===== src/rtl/cache_req_queue.sv =====
// cache_req_queue: buffers CPU cache requests in a small FIFO and issues them
// one at a time to a cache controller. Each request is held on the controller
// port for HOLD_CYCLES cycles, then the controller result goes back to the CPU.
// Optional macro CACHE_REQ_QUEUE_POSTED_WR_EN: when defined, writes are posted
// and complete without a CPU response.

module cache_req_queue #(
  parameter int WORD_SIZE   = 32,
  parameter int DEPTH       = 4,
  parameter int HOLD_CYCLES = 6
) (
  input  logic                   clk,
  input  logic                   rst,
  // CPU request channel
  input  logic                   req_valid,
  output logic                   req_ready,
  input  logic                   req_wr,
  input  logic [WORD_SIZE-1:0]   req_addr,
  input  logic [WORD_SIZE-1:0]   req_data,
  // CPU response channel
  output logic                   rsp_valid,
  input  logic                   rsp_ready,
  output logic [WORD_SIZE-1:0]   rsp_data,
  output logic                   rsp_wr,
  // cache controller side
  output logic                   ctl_wr_en,
  output logic [WORD_SIZE-1:0]   ctl_addr,
  output logic [WORD_SIZE-1:0]   ctl_data,
  input  logic [WORD_SIZE-1:0]   ctl_data_out,
  // status
  output logic                   busy,
  output logic [$clog2(DEPTH):0] occupancy
);

  localparam int AW = $clog2(DEPTH);
  localparam int HW = $clog2(HOLD_CYCLES);
  localparam int EW = 2 * WORD_SIZE + 1;

  localparam logic [AW:0]   OCC_ONE   = (AW + 1)'(1);
  localparam logic [AW:0]   OCC_FULL  = (AW + 1)'(DEPTH);
  localparam logic [AW-1:0] PTR_ONE   = AW'(1);
  localparam logic [HW-1:0] HOLD_ONE  = HW'(1);
  localparam logic [HW-1:0] HOLD_LAST = HW'(HOLD_CYCLES - 1);

  typedef enum logic [1:0] {
    IDLE  = 2'd0,
    ISSUE = 2'd1,
    RESP  = 2'd2
  } state_t;

  state_t state;
  state_t state_next;

  // FIFO storage: {wr, addr, data} per entry, no reset so it maps onto RAM
  logic [EW-1:0] mem [DEPTH];

  logic [AW-1:0] head;
  logic [AW-1:0] tail;
  logic [HW-1:0] hold_cnt;
  logic          issue_wr;
  logic          push;
  logic          pop;
  logic          capture;

  // Ready depends only on the registered count, so a full queue never accepts
  // even when the FSM is popping in the same cycle.
  assign req_ready = (occupancy < OCC_FULL);
  assign push      = req_valid && req_ready;

  assign busy      = (state != IDLE);
  assign rsp_valid = (state == RESP);
  assign ctl_wr_en = (state == ISSUE) && issue_wr;

  // State register
  always_ff @(posedge clk or posedge rst) begin
    if (rst) begin
      state <= IDLE;
    end else begin
      state <= state_next;
    end
  end

  // Next-state logic: pop when idle, hold the request, then present the result
  always_comb begin
    state_next = state;
    pop        = 1'b0;
    capture    = 1'b0;
    case (state)
      IDLE: begin
        if (occupancy != '0) begin
          pop        = 1'b1;
          state_next = ISSUE;
        end
      end
      ISSUE: begin
        if (hold_cnt == HOLD_LAST) begin
`ifdef CACHE_REQ_QUEUE_POSTED_WR_EN
          if (issue_wr) begin
            state_next = IDLE;
          end else begin
            capture    = 1'b1;
            state_next = RESP;
          end
`else
          capture    = 1'b1;
          state_next = RESP;
`endif
        end
      end
      RESP: begin
        if (rsp_ready) begin
          state_next = IDLE;
        end
      end
      default: state_next = IDLE;
    endcase
  end

  // FIFO write port: accepted requests land at the tail
  always_ff @(posedge clk) begin
    if (push) begin
      mem[tail] <= {req_wr, req_addr, req_data};
    end
  end

  // Pointers, count, issue registers, hold counter and response capture
  always_ff @(posedge clk or posedge rst) begin
    if (rst) begin
      head      <= '0;
      tail      <= '0;
      occupancy <= '0;
      hold_cnt  <= '0;
      issue_wr  <= 1'b0;
      ctl_addr  <= '0;
      ctl_data  <= '0;
      rsp_data  <= '0;
      rsp_wr    <= 1'b0;
    end else begin
      if (push) begin
        tail <= tail + PTR_ONE;
      end
      if (pop) begin
        head                          <= head + PTR_ONE;
        {issue_wr, ctl_addr, ctl_data} <= mem[head];
        hold_cnt                      <= '0;
      end else if (state == ISSUE) begin
        hold_cnt <= hold_cnt + HOLD_ONE;
      end
      case ({push, pop})
        2'b10:   occupancy <= occupancy + OCC_ONE;
        2'b01:   occupancy <= occupancy - OCC_ONE;
        default: occupancy <= occupancy;
      endcase
      if (capture) begin
        rsp_data <= ctl_data_out;
        rsp_wr   <= issue_wr;
      end
    end
  end

endmodule


===== config.mk =====
export PLATFORM = sky130hd
export DESIGN_NAME = cache_req_queue
export DESIGN_NICKNAME = d
export VERILOG_FILES = /design/src/rtl/cache_req_queue.sv
export SDC_FILE = /design/constraint.sdc
export NUM_CORES = 1
export LEC_CHECK = 0
export BUFFER_PORTS_ARGS = -buffer_cell sky130_fd_sc_hd__buf_4
export CAP_MARGIN = 5
export CORE_MARGIN = 5
export CORE_UTILIZATION = 40
export CTS_CLUSTER_DIAMETER = 30
export DETAILED_ROUTE_END_ITERATION = 10
export PLACE_DENSITY = 0.56
export SKIP_CTS_REPAIR_TIMING = 1
export SYNTH_ARGS = -nofsm -noshare
export SYNTH_HDL_FRONTEND = slang
export SYNTH_SLANG_ARGS = --single-unit

===== constraint.sdc =====
create_clock -name clk -period 6.65 [get_ports clk]
set_clock_uncertainty 0.15 [all_clocks]
set_input_delay 0.665 -clock clk [delete_from_list [all_inputs] [get_ports clk]]
set_output_delay 0.665 -clock clk [all_outputs]
set_load 0.01 [all_outputs]

Word-level counts from Yosys, hierarchy flattened
Memories as Yosys holds them, arrays and structs flattened. A register that Yosys moved wholly into a read port is not among the register bits.
Index checks and enable logic that the tools add are counted.
- output and inout port bits: 104
- bits in writable memories: 260
- memories: 1
- input bits: 101
- register bits: 45
- memories (name ; words ; width ; read ports ; clocked after memory_dff ; write ports ; RTL line ; text):
    mem ; 4 ; 65 ; 1 ; 1 ; 1 ; 55 ; logic [EW-1:0] mem [DEPTH];
- multiplexer cells: 13
- reductions and logical operators: 8
- $add $sub $neg: 5
- order comparisons: 1
- eq/ne operators: 8
- operator list (operator ; count):
    adder 3 x 1 -> 3 bit (second input constant) ; 2
    2-to-1 mux 1 bit ; 6
    2-to-1 mux 2 bit ; 3
    2-to-1 mux 3 bit ; 2
    one-hot mux 2 bit (3 select lines) ; 1
    one-hot mux 3 bit (2 select lines) ; 1
    nonzero test 2 bit ; 3
    adder 2 x 1 -> 2 bit (second input constant) ; 2
    == test 2 x 1 -> 1 bit (second input constant) ; 2
    == test 2 bit (second input constant) ; 2
    inequality test 2 bit (second input constant) ; 2
    == test 3 bit (second input constant) ; 1
    < comparator 3 bit (second input constant) ; 1
    AND reduction 3 bit ; 1
    nonzero test 3 bit ; 1
    subtractor 3 x 1 -> 3 bit (second input constant) ; 1
    logical AND 1 bit ; 2
    zero test 2 bit ; 1
    inequality test 2 x 1 -> 1 bit (second input constant) ; 1

Depth between registers and ports, before layout
- depth in word-level cells: 5
- gate-level depth with buffers: 9
- mapped depth without buffers: 8

Worst setup path after synthesis
OpenSTA, ideal clock, no wires.
- kind: input to register
- start: in req_valid
- end: mem mem[0][0] (netlist name) (enable)
- path slack: 3506 ps
- path buffers: 1
- required time: 6070 ps
- data arrival time: 2564 ps
- stages: 3
- cell sequence: nor2b_1 clkbuf_1 and2_1
- longest elaborated chain between the ends: 3
- ends and longest elaborated chain (what ; RTL line ; text):
    start, declared ; 15 ; input logic req_valid,
    logical AND 1 bit ; 68 ; assign push = req_valid && req_ready;
    2-to-1 mux 1 bit ; 121 ; if (push) begin
    2-to-1 mux 1 bit (implied by the code) ; 122 ; mem[tail] <= {req_wr, req_addr, req_data};
    end, declared ; 55 ;
No other way between the ends.

==> results by group <==
Drt
  – Via count: 6711
  – Drt wl/cell: 21.0 µm
  – Vias per Instance: 4.80
  – Initial DRC count: 304
  – Routed WL: 29300 µm
  – Final ANT Viol Nets: 0
  – DRC: 0
  – Drt first pass iters: 4

Placement
  – Placement Setup Slack: 3.79 ns
  – DP HPWL: 17200 µm
  – Gp weighted congestion: 0.718
  – Port-buffer cells: 204

Setup path
  – Worst setup startpoint: head[0]
  – Arr. time, crit path: 3.02 ns
  – Critical Path Start Type: register
  – Setup crit end kind: register
  – Crit-path max FO: 38
  – Reg2reg start: head[0]
  – Worst Reg2Reg Path Length in Cells: 3
  – Kind of critical path: register to register
  – Worst Path Required: 6.94 ns

Synthesis
  – Synth Area in XOR/XNOR: 0.444%
  – Syn. warnings: 0
  – Synth Area in Simple Gates: 0.961%
  – #FFs+latches synth: 370
  – Synth Flop Type: edfxtp_1
  – Mapped Area: 13800 µm²
  – Syn_area_per_cell: 22.5 µm²
  – Synth Area in Compound Gates: 0.190%
  – Sequential area share after synthesis: 76.6%
  – Mapped Cells: 613
  – Post-synth ARST share: 29.7%
  – EDFF count, synth: 260
  – Library cells used by synthesis: 31
  – Mapped Nets: 722
  – Largest family of logic cells by synthesized area: multiplexers
  – Synth Area in Adders: 0.780%
  – Post-synthesis mux area share: 19.4%

Hold path
  – Worst hold stages: 1
  – Worst hold start: req_addr[10]
  – Worst hold path class: primary input to register

Cells and area
  – Area Overhead vs Synth: 34.1%
  – Most frequent cells in the layout: edfxtp_1 (260), buf_4 (208), dfrtp_1 (108)
  – Most common cell after layout, fill and taps aside: edfxtp_1
  – Ratio of cells with drive above 1 in the final layout: 54.1%
  – Nets: 988
  – Fillers: 2678
  – Diode count: 0

Floorplanning
  – FP Rows: 68
  – Die Footprint: 38300 µm²
  – Die height: 196 µm
  – CORE AREA: 34300 µm²
  – Chip width: 196 µm
  – Initial core utilization: 40.2%
  – # IOs: 205

STA
  – Setup slack after layout: 3.92 ns
  – Hold Fails Final Rpt: 0
  – Final min period: 2.73 ns
  – Slew Viols, Final: 0
  – Period utilisation layout: 41.0%
  – Fmax: 0.367 GHz
  – Final setup vio count: 0
  – Worst Tran Pin Value: 1.08 ns
  – Fin Setup TNS: 0 ns
  – RSZ-0062 raised after global routing: no
  – Worst slew margin: 28.2%

Global route
  – First-pass GRT wire length: 45200 µm
  – Tot GR Track Use: 15.4%
  – Total grt overflow: 0
  – Initial antenna violation count: 0
  – Vias in the first global route: 7709
  – Pin count of the biggest net entering global routing: 67

Power
  – Worst ir drop on vdd: 0.213 mV
  – Leak: 7.08 nW
  – Sequential share of power: 35.9%
  – Clock network power share: 40.1%
  – Sw Share: 26.9%
  – Internal Power: 7.10 mW
  – Part of the power in combinational logic: 24.0%
  – PwrDens: 526 nW/µm²
  – Switch Pwr: 2.62 mW

Flow run
  – Maxcap violations: 0

CTS
  – Clock sinks: 370
  – Clock latency on the worst-skew pair: 0.57 ns
  – Clk buf depth: 3
  – Clock slew at reported path FFs: 0.06 ns
  – Clk Tree Root Cell: clkbuf_16
  – CTS buffer count: 82
  – H-tree depth: 3
  – CTS tree: built

Run status
  – Run status: completed
metrics by stage:
step / hold slack (ns) / utilization, % / cells / power, mW / instance area [µm²]
2_1_floorplan: 0.341 / - / 613 / 4.96 / 13800
3_3_place_gp: 0.340 / 46.0 / 1250 / 5.84 / 15800
3_5_place_dp: 0.348 / 46.0 / 1250 / 5.93 / 15800
4_1_cts: 0.110 / 53.9 / 1398 / 9.90 / 18500
5_1_grt: 0.120 / 53.9 / 1398 / 10.2 / 18500
6_report: 0.144 / 53.9 / 1398 / 9.72 / 18500
synth_stat cells, types with 2 or more instances:
cell type | number | area, µm²
clkbuf_1 | 3 | 11.3
xor2_1 | 4 | 35.0
mux2_2 | 70 | 788
xnor2_1 | 3 | 26.3
nand2b_1 | 3 | 18.8
inv_1 | 11 | 41.3
nand2_1 | 3 | 11.3
nor2b_1 | 2 | 12.5
nor2_1 | 3 | 11.3
edfxtp_1 | 260 | 7810
mux4_2 | 65 | 1460
buf_12 | 3 | 60.1
buf_2 | 14 | 70.1
buf_1 | 4 | 15.0
dfrtp_1 | 110 | 2750
o21ai_0 | 3 | 15.0
ha_1 | 7 | 87.6
mux2_4 | 28 | 420
and2_1 | 5 | 31.3
final timing paths:
kind | to | slack [ns]
max | ctl_addr[12] | 3.92
min | mem[2][42] | 0.14
max reg2reg | ctl_addr[12] | 3.92
min reg2reg | ctl_data[14] | 0.35
max in group asynchronous | head[1] | 4.85
min in group asynchronous | ctl_data[7] | 0.16
routing by layer:
layer  GRT usage (%)  up-vias  share of wire, %
met3            4.19       43               6.1
met4            6.05        0               2.2
met2            26.8      219                53
met1            18.2     3444                39
li1                -     3005                 -
met5               0        -                 0
logic make-up after synthesis:
group / Yosys count
AOI/OAI and AO/OA: 5
xor gates and xnor gates: 7
adders and majority gates: 8
buffers and inverters: 37
DFF: 370
muxes: 164
and+or+nand+nor: 22
critical path, cell delays in order (launching register included):
cell and delay, ns:
dfrtp_4 0.81, buf_4 0.74, mux4_2 0.60, mux2_4 0.27
sequential cells by signal, indices dropped and copies added, names as in the netlist:
name and flops:
mem 260, ctl_addr 32, ctl_data 32, rsp_data 32, hold_cnt 3, occupancy 3, head 2, state 2
tail 2, issue_wr 1, rsp_wr 1
cell type report:
cell class,instances,area (µm²),share of cell area [%]
Clock buffer,104,2190,11.9
Inverter,11,43.8,0.237
Sequential cell,370,10600,57.1
Tap cell,455,569,3.08
Timing Repair Buffer,208,1560,8.44
Multi-Input combinational cell,206,3030,16.4
Clock inverter,44,534,2.89
power groups by stage:
stage / clock, mW / sequential (mW) / combinational [mW]
final: 3.90 / 3.49 / 2.33
after global routing: 4.12 / 3.58 / 2.51
after CTS: 3.98 / 3.52 / 2.40
after detailed placement: 0 / 3.55 / 2.39
after global placement: 0 / 3.51 / 2.32
after floorplan: 0 / 3.47 / 1.48
No activity file was read; power rests on OpenSTA's default activity.
